$ cat src/rtl/clkrstgen_if.sv
// Board-facing and system-facing signals of the clock/reset front end.
// The master side is the generator; the slave side is the board/system.
interface clkrstgen_if;
    logic       BTN_N;
    logic       trap;
    logic       clk;
    logic       clk_en;
    logic       sys_reset;
    logic       btn_pressed;
    logic [1:0] reset_cause;

    modport master (
        input  BTN_N,
        input  trap,
        output clk,
        output clk_en,
        output sys_reset,
        output btn_pressed,
        output reset_cause
    );

    modport slave (
        output BTN_N,
        output trap,
        input  clk,
        input  clk_en,
        input  sys_reset,
        input  btn_pressed,
        input  reset_cause
    );
endinterface

$ cat src/rtl/clkrstgen.sv
// Clock/reset front end: integer clock divider with enable, button debouncer,
// and a stretched system reset that deasserts on a divided-clock boundary.
module clkrstgen #(
    parameter int unsigned DIV        = 4,
    parameter int unsigned DEBOUNCE   = 16,
    parameter int unsigned RESET_HOLD = 8,
    parameter bit          TRAP_RESET = 1'b0
) (
    input  logic        CLK,
    input  logic        power_on_reset,
    clkrstgen_if.master pins
);

    localparam int unsigned CW = $clog2(DIV);
    localparam int unsigned DW = (DEBOUNCE > 1) ? $clog2(DEBOUNCE) : 1;
    localparam int unsigned HW = (RESET_HOLD > 1) ? $clog2(RESET_HOLD) : 1;

    localparam logic [CW-1:0] CNT_LAST = CW'(DIV - 1);
    localparam logic [CW-1:0] CNT_HIGH = CW'((DIV + 1) / 2);
    localparam logic [DW-1:0] DEB_LAST = DW'(DEBOUNCE - 1);
    localparam logic [HW-1:0] HOLD_LAST = HW'(RESET_HOLD - 1);

    typedef enum logic [1:0] {
        ASSERT = 2'd0,
        HOLD   = 2'd1,
        RUN    = 2'd2
    } state_t;

    // ------------------------------------------------------------------
    // Divider
    // ------------------------------------------------------------------
    logic [CW-1:0] cnt;
    logic [CW-1:0] cnt_next;
    logic          div_clk;
    logic          div_en;

    always_comb begin
        cnt_next = (cnt == CNT_LAST) ? '0 : cnt + CW'(1);
    end

    // clk and clk_en are registered from the next count so they line up
    // exactly with the count value while staying flop-driven.
    always_ff @(posedge CLK or posedge power_on_reset) begin
        if (power_on_reset) begin
            cnt     <= '0;
            div_clk <= 1'b0;
            div_en  <= 1'b0;
        end else begin
            cnt     <= cnt_next;
            div_en  <= (cnt_next == CNT_LAST);
            div_clk <= (cnt_next >= CNT_HIGH);
        end
    end

    // ------------------------------------------------------------------
    // Button synchroniser and debouncer
    // ------------------------------------------------------------------
    logic          sync1;
    logic          sync2;
    logic          deb_level;
    logic          pressed;
    logic [DW-1:0] deb_cnt;

    always_ff @(posedge CLK or posedge power_on_reset) begin
        if (power_on_reset) begin
            sync1     <= 1'b1;
            sync2     <= 1'b1;
            deb_level <= 1'b1;
            pressed   <= 1'b0;
            deb_cnt   <= '0;
        end else begin
            sync1 <= pins.BTN_N;
            sync2 <= sync1;
            if (sync2 == deb_level) begin
                deb_cnt <= '0;
            end else if (deb_cnt == DEB_LAST) begin
                deb_level <= sync2;
                pressed   <= ~sync2;
                deb_cnt   <= '0;
            end else begin
                deb_cnt <= deb_cnt + DW'(1);
            end
        end
    end

    // ------------------------------------------------------------------
    // Reset sequencer
    // ------------------------------------------------------------------
    state_t        state;
    logic [HW-1:0] hold_cnt;
    logic          sys_rst;
    logic [1:0]    cause;
    logic          trap_fire;

    always_comb begin
        trap_fire = TRAP_RESET && pins.trap && div_en;
    end

    always_ff @(posedge CLK or posedge power_on_reset) begin
        if (power_on_reset) begin
            state    <= ASSERT;
            hold_cnt <= '0;
            sys_rst  <= 1'b1;
            cause    <= 2'd0;
        end else begin
            case (state)
                ASSERT: begin
                    sys_rst <= 1'b1;
                    if (!pressed) begin
                        state    <= HOLD;
                        hold_cnt <= '0;
                    end
                end
                HOLD: begin
                    if (pressed) begin
                        state <= ASSERT;
                        cause <= 2'd1;
                    end else if (div_en) begin
                        // Leaving on a clk_en edge puts the release on a
                        // divided-clock boundary.
                        if (hold_cnt == HOLD_LAST) begin
                            state   <= RUN;
                            sys_rst <= 1'b0;
                        end else begin
                            hold_cnt <= hold_cnt + HW'(1);
                        end
                    end
                end
                RUN: begin
                    if (pressed) begin
                        state   <= ASSERT;
                        sys_rst <= 1'b1;
                        cause   <= 2'd1;
                    end else if (trap_fire) begin
                        state   <= ASSERT;
                        sys_rst <= 1'b1;
                        cause   <= 2'd2;
                    end
                end
                default: begin
                    state   <= ASSERT;
                    sys_rst <= 1'b1;
                end
            endcase
        end
    end

    assign pins.clk         = div_clk;
    assign pins.clk_en      = div_en;
    assign pins.sys_reset   = sys_rst;
    assign pins.btn_pressed = pressed;
    assign pins.reset_cause = cause;

endmodule
$ cat src/flat_wrapper.sv
// flat-port wrapper written by rule: the top's interface ports become plain ports
module clkrstgen_flat 
#(
    parameter int unsigned DIV        = 4,
    parameter int unsigned DEBOUNCE   = 16,
    parameter int unsigned RESET_HOLD = 8,
    parameter bit          TRAP_RESET = 1'b0
)
  (CLK, power_on_reset, pins_BTN_N, pins_trap, pins_clk, pins_clk_en, pins_sys_reset, pins_btn_pressed, pins_reset_cause);
  clkrstgen_if pins_i ();
  input  logic CLK;
  input  logic power_on_reset;
  input wire logic [$bits(pins_i.BTN_N)-1:0] pins_BTN_N;
  input wire logic [$bits(pins_i.trap)-1:0] pins_trap;
  output wire logic [$bits(pins_i.clk)-1:0] pins_clk;
  output wire logic [$bits(pins_i.clk_en)-1:0] pins_clk_en;
  output wire logic [$bits(pins_i.sys_reset)-1:0] pins_sys_reset;
  output wire logic [$bits(pins_i.btn_pressed)-1:0] pins_btn_pressed;
  output wire logic [$bits(pins_i.reset_cause)-1:0] pins_reset_cause;
  assign pins_i.BTN_N = pins_BTN_N;
  assign pins_i.trap = pins_trap;
  assign pins_clk = pins_i.clk;
  assign pins_clk_en = pins_i.clk_en;
  assign pins_sys_reset = pins_i.sys_reset;
  assign pins_btn_pressed = pins_i.btn_pressed;
  assign pins_reset_cause = pins_i.reset_cause;
  clkrstgen #(.DIV(DIV), .DEBOUNCE(DEBOUNCE), .RESET_HOLD(RESET_HOLD), .TRAP_RESET(TRAP_RESET)) u_core (.CLK(CLK), .power_on_reset(power_on_reset), .pins(pins_i));
endmodule
$ cat config.mk
export PLATFORM = sky130hd
export DESIGN_NAME = clkrstgen_flat
export DESIGN_NICKNAME = d
export VERILOG_FILES = /design/src/rtl/clkrstgen_if.sv /design/src/rtl/clkrstgen.sv /design/src/flat_wrapper.sv
export SDC_FILE = /design/constraint.sdc
export NUM_CORES = 1
export LEC_CHECK = 0
export CORE_ASPECT_RATIO = 0.8
export CORE_MARGIN = 2
export CORE_UTILIZATION = 48
export CTS_CLUSTER_DIAMETER = 200
export DETAILED_ROUTE_END_ITERATION = 8
export PLACE_DENSITY = 0.73
export SYNTH_ARGS = -nofsm -noshare
export SYNTH_HDL_FRONTEND = slang
export SYNTH_SLANG_ARGS = --single-unit
$ cat constraint.sdc
create_clock -name CLK -period 1.5 [get_ports CLK]
set_clock_uncertainty 0.15 [all_clocks]
set_input_delay 0.45 -clock CLK [delete_from_list [all_inputs] [get_ports CLK]]
set_output_delay 0.45 -clock CLK [all_outputs]
set_load 0.05 [all_outputs]
==> qor.csv <==
metric,value,unit
Startpoint Class,register,
chip width,52.0,um
Routed Antenna Nets,0,
vias post-DR,582,
fin worst setup slack,-0.143,ns
WP data required,1.54,ns
Synth cell types,28,
"worst slack, placed",-0.120,ns
clk slew on worst S/H paths,0.11,ns
GR Overflow Total,0,
crit path max fanout,3,
final setup violation count,7,
starting density of the core,0.527,
internal power,0.000935,W
PortBufs,7,
switching power,0.000338,W
vias in the first global route,592,
CTS Buffer Depth,2,
Worst path slowest cell,dfrtp_1,
Clock Tree Root,clkbuf_4,
crit-path max cell delay,0.40,ns
die area,2200,um^2
CTS Hold Bufs,0,
syn nets,86,
fin crit period,1.64,ns
GR Util All Layers,0.169,
failing checks,negative setup slack,
Ant. Diodes,0,
die height,42.4,um
DRT iter0 DRCs,3,
share of post-route cells with drive strength above 1,0.469,
Mean Syn Cell Area,12.1,um^2
Area Overhead vs Synth,40.9,%
clock share of power,0.233,
total of warnings raised by yosys,0,
placed instance count,111,
Num Clock Sinks,18,
fin cells,120,
first-pass GRT wire length,2.66,mm
Via-to-Cell Ratio,4.85,
clk_lat worst skew,0.29,ns
NumNets Final,112,
"commonest non-fill, non-tap cell in the layout",dfrtp_1,
worst endpoint data arrival time,1.69,ns
H-tree depth,1,
fmax,0.609,GHz
largest net degree at the start of global routing,19,
"Critical Path, Cell by Cell",ha_2 -> ha_4 -> and4bb_4 -> nor2_2 -> mux2_4,
Max-cap violations,0,
hpwl dp,1.09,mm
First-pass DRT Iterations,3,
worst IR drop on VDD,763,uV
Seq pwr share,0.437,
flop and latch count out of synthesis,18,
cell area power density,1020,nW/um^2
# IOs,10,
RSZ-0062 raised after global routing,yes,
most frequent cells in the layout,"dfrtp_1, buf_4, inv_1",
placed inst area,1150,um^2
fill count,107,
# rows,13,
CTS tree,done,
CTS Buf Count,3,
DR WL/cell,12.8,um
register area share after synthesis,0.516,
status,finished with violations,
final hold viol count,0,
Mapped Cells,73,
Detailed Route WL,1.54,mm
fin area,1240,um^2
Gate power share,0.329,
Synth Cell Area,883,um^2
Hold WC Path Type,register to register,
Critical Path End Type,register,
Final Max Tran Viols,0,
sw frac,0.266,
WS Path Type,register to register,
Core Area,1680,um^2
period utilization,1.10,
Leak,0.570,nW
Final Wtd Congestion,0.777,
initial antenna violation count,0,
Remaining DRCs,0,
-- routing by layer --
layer  track usage  wire, um
met5             0         0
met3        0.0786        61
met1         0.230       740
met4        0.0368        10
met2         0.246       723
-- final cells by class --
cell class | instances | area, um^2 | area share
Sequential cell | 18 | 457 | 0.367
Multi-Input combinational cell | 46 | 434 | 0.349
Timing Repair Buffer | 23 | 264 | 0.212
Clock buffer | 4 | 36.3 | 0.0291
Tap cell | 22 | 27.5 | 0.0221
Inverter | 7 | 26.3 | 0.0211
-- worst max-delay path: cells and delay by family (launching register included) --
family / cells / cell delay, ns
AND/OR/NAND/NOR: 2 / 0.36
flip-flops: 1 / 0.40
multiplexers: 1 / 0.26
adder cells (fa/ha/maj): 2 / 0.36
-- stage by stage --
| step | util | hold slack, ns | setup TNS (ns) | total power, W |
|---|---|---|---|---|
| finish | 0.743 | 0.211 | -0.781 | 0.00127 |
| global route | 0.743 | 0.217 | -1.14 | 0.00134 |
| CTS | 0.729 | 0.212 | -0.791 | 0.00125 |
| detailed placement | 0.685 | 0.197 | -0.476 | 0.000935 |
| global placement | 0.685 | 0.196 | -0.357 | 0.000921 |
| floorplan | - | 0.195 | -0.186 | 0.000800 |
-- cells in the mapped netlist --
| cell | n | area [um^2] |
|---|---|---|
| o21ai_2 | 1 | 8.76 |
| nor2_2 | 1 | 6.26 |
| o21ba_2 | 1 | 10.0 |
| nand4_1 | 1 | 6.26 |
| conb_1 | 1 | 3.75 |
| nor3b_1 | 1 | 7.51 |
| dfrtp_1 | 14 | 350 |
| a21bo_1 | 2 | 20.0 |
| nand3_1 | 3 | 15.0 |
| a311oi_1 | 1 | 8.76 |
| buf_6 | 1 | 11.3 |
| nand4b_1 | 2 | 17.5 |
| and2_1 | 1 | 6.26 |
| a21oi_1 | 5 | 25.0 |
| and4bb_4 | 1 | 16.3 |
| nand2_1 | 2 | 7.51 |
| mux2_4 | 2 | 30.0 |
| buf_4 | 1 | 7.51 |
| ha_1 | 9 | 113 |
| nor2b_1 | 1 | 6.26 |
| inv_1 | 7 | 26.3 |
| nor2_1 | 3 | 11.3 |
| dfstp_2 | 4 | 105 |
| nand2b_1 | 2 | 12.5 |
| a21o_2 | 1 | 8.76 |
| mux2i_1 | 2 | 20.0 |
| xnor2_1 | 2 | 17.5 |
| o21ai_0 | 1 | 5.00 |
-- logic make-up after synthesis --
group                      after synthesis  share of synthesized area
other                                    1                    0.00425
xor gates and xnor gates                 2                     0.0198
adders and majority gates                9                      0.127
and+or+nand+nor                         18                      0.128
muxes                                    4                     0.0567
buffers and inverters                    9                     0.0510
DFF                                     18                      0.516
AOI/OAI and AO/OA                       12                     0.0977
-- timing repair --
item,in CTS,in global routing
setup buffers,4,1
setup endpoints to repair,9,10
pin swaps,0,2
gates resized for setup,2,4
gates cloned,0,0
-- power by group through the flow --
| stage | Clock (W) | Combinational [W] | Sequential, W |
|---|---|---|---|
| 2_1_floorplan | 0 | 0.000238 | 0.000562 |
| 3_3_place_gp | 0 | 0.000356 | 0.000565 |
| 3_5_place_dp | 0 | 0.000369 | 0.000566 |
| 4_1_cts | 0.000309 | 0.000380 | 0.000559 |
| 5_1_grt | 0.000331 | 0.000450 | 0.000562 |
| 6_report | 0.000297 | 0.000420 | 0.000557 |
-- state kept, by name (all words and copies together) (netlist names) --
name,count
u_core.cnt,2
u_core.deb_cnt,4
u_core.deb_level,1
u_core.hold_cnt,3
u_core.pins.btn_pressed,1
u_core.pins.clk_en,1
u_core.pins.reset_cause,1
u_core.pins.sys_reset,1
u_core.state,2
u_core.sync1,1
u_core.sync2,1
-- final timing paths --
path / from / end / slack [ns] / cells past startpoint
hold reg to reg: u_core.sync1$_DFF_PP1_ / u_core.sync2$_DFF_PP1_ / 0.21 / 0
setup / recovery: u_core.hold_cnt[0]$_DFFE_PP0P_ / u_core.hold_cnt[0]$_DFFE_PP0P_ / -0.14 / 5
setup reg to reg: u_core.hold_cnt[0]$_DFFE_PP0P_ / u_core.hold_cnt[0]$_DFFE_PP0P_ / -0.14 / 5
max in group asynchronous: power_on_reset / u_core.sync2$_DFF_PP1_ / 0.68 / 3
min in group asynchronous: power_on_reset / u_core.state[0]$_DFFE_PP0P_ / 0.30 / 3
hold / removal: u_core.sync1$_DFF_PP1_ / u_core.sync2$_DFF_PP1_ / 0.21 / 0
Note: power is estimated with default switching activity, not from simulation.
